`src/rtl/universal_shift_register.sv`:
```
// -----------------------------------------------------------------------------
// universal_shift_register
//
// Parallel-load shift register with single-step shifts and counted bursts.
// Shifts go right (toward the LSB) or left, and either rotate or fill from
// SerI. A burst of N shifts is started with Start; Busy is high while it
// runs, and Done pulses for one cycle when it completes.
//
// Parameters:
//   WIDTH  register width in bits (minimum 2)
//   CNTW   width of the burst-length input N
//
// Ports:
//   clk    clock, all state changes on the rising edge
//   rst_n  asynchronous active-low reset
//   L      parallel load request (highest priority, also aborts a burst)
//   Shift  single-step shift request (idle only)
//   Dir    shift direction: 0 = right, 1 = left
//   Rot    1 = rotate, 0 = fill from SerI
//   SerI   serial fill bit
//   D      parallel load data
//   Start  begin a burst of N shifts (idle only)
//   N      burst length, sampled with Start
//   Q      register contents
//   SerO   bit expelled by the most recent shift
//   Busy   burst in progress
//   Done   one-cycle pulse at burst completion
//   Par    XOR of all bits of Q (only when USR_PARITY_EN is defined)
//
// Build option: define USR_PARITY_EN to add the Par output.
// -----------------------------------------------------------------------------
module universal_shift_register #(
    parameter int WIDTH = 8,
    parameter int CNTW  = 4
) (
    input  logic             clk,
    input  logic             rst_n,
    input  logic             L,
    input  logic             Shift,
    input  logic             Dir,
    input  logic             Rot,
    input  logic             SerI,
    input  logic [WIDTH-1:0] D,
    input  logic             Start,
    input  logic [CNTW-1:0]  N,
    output logic [WIDTH-1:0] Q,
    output logic             SerO,
    output logic             Busy,
    output logic             Done
`ifdef USR_PARITY_EN
    ,
    output logic             Par
`endif
);

    typedef enum logic {
        IDLE  = 1'b0,
        BURST = 1'b1
    } state_t;

    state_t            state, state_next;
    logic [CNTW-1:0]   remaining, remaining_next;
    logic [WIDTH-1:0]  q_next;
    logic              sero_next;
    logic              done_next;
    logic              do_shift;
    logic              fill;

    // Next-state and datapath decode.
    always_comb begin
        // NOTE: every signal driven here gets a default first so no path
        // leaves one unassigned, which would infer a latch.
        state_next     = state;
        remaining_next = remaining;
        q_next         = Q;
        sero_next      = SerO;
        done_next      = 1'b0;
        do_shift       = 1'b0;
        fill           = 1'b0;

        unique case (state)
            IDLE: begin
                if (L) begin
                    q_next = D;
                end else if (Start) begin
                    if (N != '0) begin
                        // The Start edge itself only arms the burst.
                        state_next     = BURST;
                        remaining_next = N;
                    end else begin
                        done_next = 1'b1;
                    end
                end else if (Shift) begin
                    do_shift = 1'b1;
                end
            end
            BURST: begin
                if (L) begin
                    // Abort: load wins, no Done for the cut-short burst.
                    q_next         = D;
                    state_next     = IDLE;
                    remaining_next = '0;
                end else begin
                    do_shift       = 1'b1;
                    remaining_next = remaining - CNTW'(1);
                    if (remaining == CNTW'(1)) begin
                        state_next = IDLE;
                        done_next  = 1'b1;
                    end
                end
            end
            default: state_next = IDLE;
        endcase

        if (do_shift) begin
            if (Dir) begin
                fill      = Rot ? Q[WIDTH-1] : SerI;
                q_next    = {Q[WIDTH-2:0], fill};
                sero_next = Q[WIDTH-1];
            end else begin
                fill      = Rot ? Q[0] : SerI;
                q_next    = {fill, Q[WIDTH-1:1]};
                sero_next = Q[0];
            end
        end
    end

    // State register.
    always_ff @(posedge clk or negedge rst_n) begin
        if (!rst_n) begin
            state     <= IDLE;
            remaining <= '0;
            Q         <= '0;
            SerO      <= 1'b0;
            Done      <= 1'b0;
        end else begin
            // NOTE: non-blocking assignments so all registers update from
            // the same pre-edge values, as real flops do.
            state     <= state_next;
            remaining <= remaining_next;
            Q         <= q_next;
            SerO      <= sero_next;
            Done      <= done_next;
        end
    end

    assign Busy = (state == BURST);

`ifdef USR_PARITY_EN
    assign Par = ^Q;
`endif

endmodule
```
`config.mk`:
```
export PLATFORM = sky130hd
export DESIGN_NAME = universal_shift_register
export DESIGN_NICKNAME = d
export VERILOG_FILES = /design/src/rtl/universal_shift_register.sv
export SDC_FILE = /design/constraint.sdc
export NUM_CORES = 1
export LEC_CHECK = 0
export BUFFER_PORTS_ARGS = -buffer_cell sky130_fd_sc_hd__buf_2
export CAP_MARGIN = 15
export CORE_MARGIN = 5
export CORE_UTILIZATION = 44
export DETAILED_ROUTE_END_ITERATION = 10
export PLACE_DENSITY_LB_ADDON = 0.15
export SLEW_MARGIN = 20
export SYNTH_ARGS = -nofsm -noshare
export SYNTH_HDL_FRONTEND = slang
export SYNTH_SLANG_ARGS = --single-unit
```
`constraint.sdc`:
```
create_clock -name clk -period 1.2 [get_ports clk]
set_input_delay 0.24 -clock clk [delete_from_list [all_inputs] [get_ports clk]]
set_output_delay 0.24 -clock clk [all_outputs]
set_load 0.005 [all_outputs]
```
# Word-level counts from Yosys, hierarchy flattened

Cells that the tools add are included.
W data, S select, Z words.

Register bits: 15
Bits of input ports: 20
Output and inout port bits: 11
Word-level logic and storage cells: 42

Add/subtract/negate cells: 1
Eq/ne operators: 4
Multiplexer cells: 28
Bitwise logic cells: 1
Reduce and logical (&&, ||, !) cells: 3

Operators with widths:

| operator              | number |
|---|---|
| $mux W8               | 3 |
| $mux W1               | 17 |
| $mux W4               | 4 |
| $pmux W4 S2           | 1 |
| $ne A2 B2 Y1 const B  | 3 |
| $pmux W1 S2           | 3 |
| $eq A4 B1 Y1 const B  | 1 |
| $reduce_bool A4 Y1    | 1 |
| $sub A4 B1 Y4 const B | 1 |
| $reduce_and A3 Y1     | 1 |
| $reduce_bool A2 Y1    | 1 |
| $not A1 Y1            | 1 |

# Logic depth before layout (Yosys ltp)

Depth after elaboration: 5
Mapped depth: 5

# Worst setup path after synthesis

OpenSTA, ideal clock, no wires.

Path type: reg-to-reg
Start point: reg state (netlist: Busy)
End point: reg Q[5]
Library setup time: 0.132 ns
Arrival: 1.067 ns
Data required time: 1.068 ns
Path slack: 0.001 ns
Cell stages (with the launch flop): 6
Path buffers: 2
Period minus slack after synthesis: 1.199 ns
Cells stage by stage: dfrtp_1 > clkbuf_2 > a21oi_4 > buf_8 > mux2i_1 > o21ai_1

Word-level cells in the longest chain between the ends: 3

RTL lines:

| what                                          | RTL line | source |
|---|---|---|
| from (decl)                                   | 61       | `state_t state, state_next;` |
| from (signal assigned)                        | 139      | `state <= state_next;` |
| $not A1 Y1                                    | --       |  |
| $pmux W1 S2 (*)                               | 81       | `unique case (state)` |
| $mux W8 or $reduce_bool A2 Y1 (tied branches) | --       |  |
| to (signal assigned)                          | 141      | `Q <= q_next;` |
| to (decl)                                     | 46       | `output logic [WIDTH-1:0] Q,` |

Every way passes the cells marked *; elsewhere a longest branch is shown, timed or not.
A chain may end at the register's enable or synchronous reset.

# Worst setup path in the final report

Start point: reg state (netlist: Busy)
End point: out Busy

RTL lines:

| what      | RTL line | source |
|---|---|---|
| to (decl) | 48       | `output logic Busy,` |

No word-level cell between the ends.

==> summary.md <==
| Metric | Value |
|---|---|
| CTS tree | done |
| FF+latch count, synth | 15 |
| Post-DP HPWL | 1660 um |
| Ys Warns | 0 |
| 1st-pass router iterations | 4 |
| Status | complete, but fails checks |
| Clock share of power | 17.1% |
| Routed wire length | 2400 um |
| NetSw | 581 uW |
| P_int | 1.11 mW |
| Vias per std cell | 5.34 |
| Routability cong. | 0.848 |
| Max-capacitance violation count | 0 |
| Failing checks | setup timing |
| Crit. End Element | output port |
| Via count | 892 |
| Hold_ws | 160 ps |
| Number of hold violations in the final report | 0 |
| Synth Area in XOR/XNOR | 1.85% |
| Leak | 0.624 nW |
| Fin nets | 163 |
| Die width | 56.4 um |
| Register-to-Register Path Depth | 5 |
| Setup WS post-layout | -28.1 ps |
| Pwr dens | 1290 mW/mm^2 |
| WHS Path Cells | 3 |
| Max VDD drop | 930 uV |
| Post-Syn Area | 948 sq um |
| Sequential share of the synthesized area | 39.6% |
| Area growth syn-to-layout | 38.4% |
| Crit path cell chain | buf_6 -> buf_6 |
| Setup_tns | -54.9 ps |
| CP startpoint kind | flip-flop |
| Row cnt | 16 |
| Commonest non-fill, non-tap cell in the layout | buf_2 |
| Diode count | 0 |
| Slew Viols, Final | 0 |
| Post-synthesis compound-gate area fraction | 23.0% |
| Minimum clock period | 1230 ps |
| Slew margin rel. | 77.3% |
| Adder-cell share of the synthesized area | 2.64% |
| CTS Buf Count | 3 |
| Reg-to-reg startpoint | Busy |
| Clk root buf | clkbuf_4 |
| Clk_skew | 6.23 ps |
| WL/cell | 14.3 um |
| Final count of negative-setup-slack endpoints | 2 |
| Largest stage delay on the critical path | 460 ps |
| Total chip power | 1.69 mW |
| Tcrit/Tclk final | 102% |
| Max FO, Critical Path | 4 |
| Worst slew pin tran | 337 ps |
| Layout cells sized above 1 | 48.6% |
| Hold WC Path Type | primary input to flip-flop |
| Initial DRC count | 17 |
| Area of the core | 0.00200 sq mm |
| Initial antenna violation count | 0 |
| Routed Antenna Nets | 0 |
| Synth Flop Type | dfrtp_1 |
| Pin count of the biggest net entering global routing | 27 |
| Slowest cell on the critical path | dfrtp_2 |
| Die H | 56.4 um |
| Post-synth EDFFs | 0 |
| Hold Startpoint | D[3] |
| DP Worst Slack | -13.8 ps |
| Worst-path clk slew | 90 ps |
| DIE AREA | 0.00318 sq mm |
| Starting Density | 47.4% |
| Fmax | 814 MHz |
| DR DRC count | 0 |
| CTS H-tree depth | 1 |
| Vias in the first global route | 836 |
| Synth cell types | 36 |
| Hold EP | Q[3] |
| Syn Area/Cell | 9.68 sq um |
| Flop2flop setup slack | -30 ps |
| RSZ-0062 raised after global routing | true |
| PortBufs | 30 |
| CP dominant cell by count | buf_6 |
| Area after DPL | 0.00117 sq mm |
| Post-synthesis mux area share | 14.9% |
| CTS Buffer Depth | 2 |
| First-pass GRT wire length | 3670 um |
| Fraction of registers with async set/reset | 100% |
| Setup CP Type | flip-flop to output port |
| Crit path DAT | 990 ps |
| Commonest cells after routing, fill and taps aside | buf_2, dfrtp_1, o21ai_1, buf_4, nand2_1 |
| Worst Path Required | 960 ps |
| Gr ovfl total | 0 |
| Crit Reg-Reg Endpoint | Q[7] |
| Finished Cell Area | 0.00131 sq mm |
| Clock sinks | 15 |
| Synth Area in Simple Gates | 11.5% |
| Reg power frac | 41.2% |
| # IOs | 31 |
| Main combinational cell family by area after synthesis | compound AO/OA/AOI/OAI gates |
| Logic pwr share | 41.7% |
| Sw frac | 34.3% |
| GRT Overall Usage | 14.4% |
| Syn_nets | 120 |
| Syn Inst Count | 98 |
| Worst-Skew Late Latency | 290 ps |
-- layout make-up --
class | count | area (sq um)
Clock inverter | 1 | 5.00
Inverter | 5 | 18.8
Clock buffer | 3 | 22.5
Multi-Input combinational cell | 72 | 546
Timing Repair Buffer | 44 | 310
Tap cell | 27 | 33.8
Fill cell | 177 | 689
Sequential cell | 15 | 377
-- cell usage after synthesis, types with 2 or more instances --
cell	number	area (sq um)
inv_1	4	15.0
nand2_1	8	30.0
mux2i_1	7	70.1
ha_1	2	25.0
nor2_1	7	26.3
dfrtp_1	15	375
mux2_2	5	56.3
o21ai_0	5	25.0
o21ai_1	6	30.0
a211o_1	2	17.5
o211ai_1	2	15.0
a21oi_1	7	35.0
nor2b_1	3	18.8
o31ai_1	2	15.0
clkbuf_1	2	7.51
-- routing by layer --
layer  GRT usage, %  up-vias  wire (um)
li1               -      439          -
met1           18.8      421       1080
met2           21.6       27       1120
met3           6.19        5        174
met4           4.07        0         17
met5              0        -          0
-- stage by stage --
step | instances | util, %
floorplan | 98 | -
global placement | 156 | 58.3
detailed placement | 156 | 58.3
CTS | 163 | 61.4
global route | 167 | 65.6
finish | 167 | 65.6
-- how the worst max path moves through the flow --
stage	from	endpoint	slack [ps]	depth (start not counted)
floorplan	Busy	Q[5]	1	5
global placement	remaining[0]	remaining[1]	2	5
detailed placement	remaining[0]	remaining[2]	-10	5
global route	Busy	Busy	-70	2
finish	Busy	Busy	-30	2
CTS	Busy	Busy	-50	2
-- worst max-delay path: cells and delay by family (launching register included) --
family	cells	cell delay [ps]
flops	1	460
buf+inv	2	240
-- logic make-up after synthesis --
| family | count (synthesis) |
|---|---|
| AO/OA/AOI/OAI | 32 |
| AND/OR/NAND/NOR | 23 |
| flip-flops | 15 |
| multiplexers | 13 |
| buffers and inverters | 11 |
| XOR/XNOR | 2 |
| adder cells (fa/ha/maj) | 2 |
-- power by group through the flow --
stage,combinational (mW),clock (mW),sequential [mW]
final,0.706,0.290,0.698
after global routing,0.768,0.331,0.709
after CTS,0.576,0.299,0.689
after detailed placement,0.540,0,0.701
after global placement,0.533,0,0.695
after floorplan,0.349,0,0.685
-- repair_timing --
action,in CTS,in global routing
gates cloned,0,1
endpoints found under the hold margin,15,0
gates resized for setup,4,12
hold buffers,1,0
setup buffers,2,3
setup endpoints to repair,3,7
pin swaps,0,5
-- flip-flops by register name, indices dropped and copies added, names as in the netlist --
name,cells
Q,8
remaining,4
Busy,1
Done,1
SerO,1
Note: power is estimated with default switching activity, not from simulation.
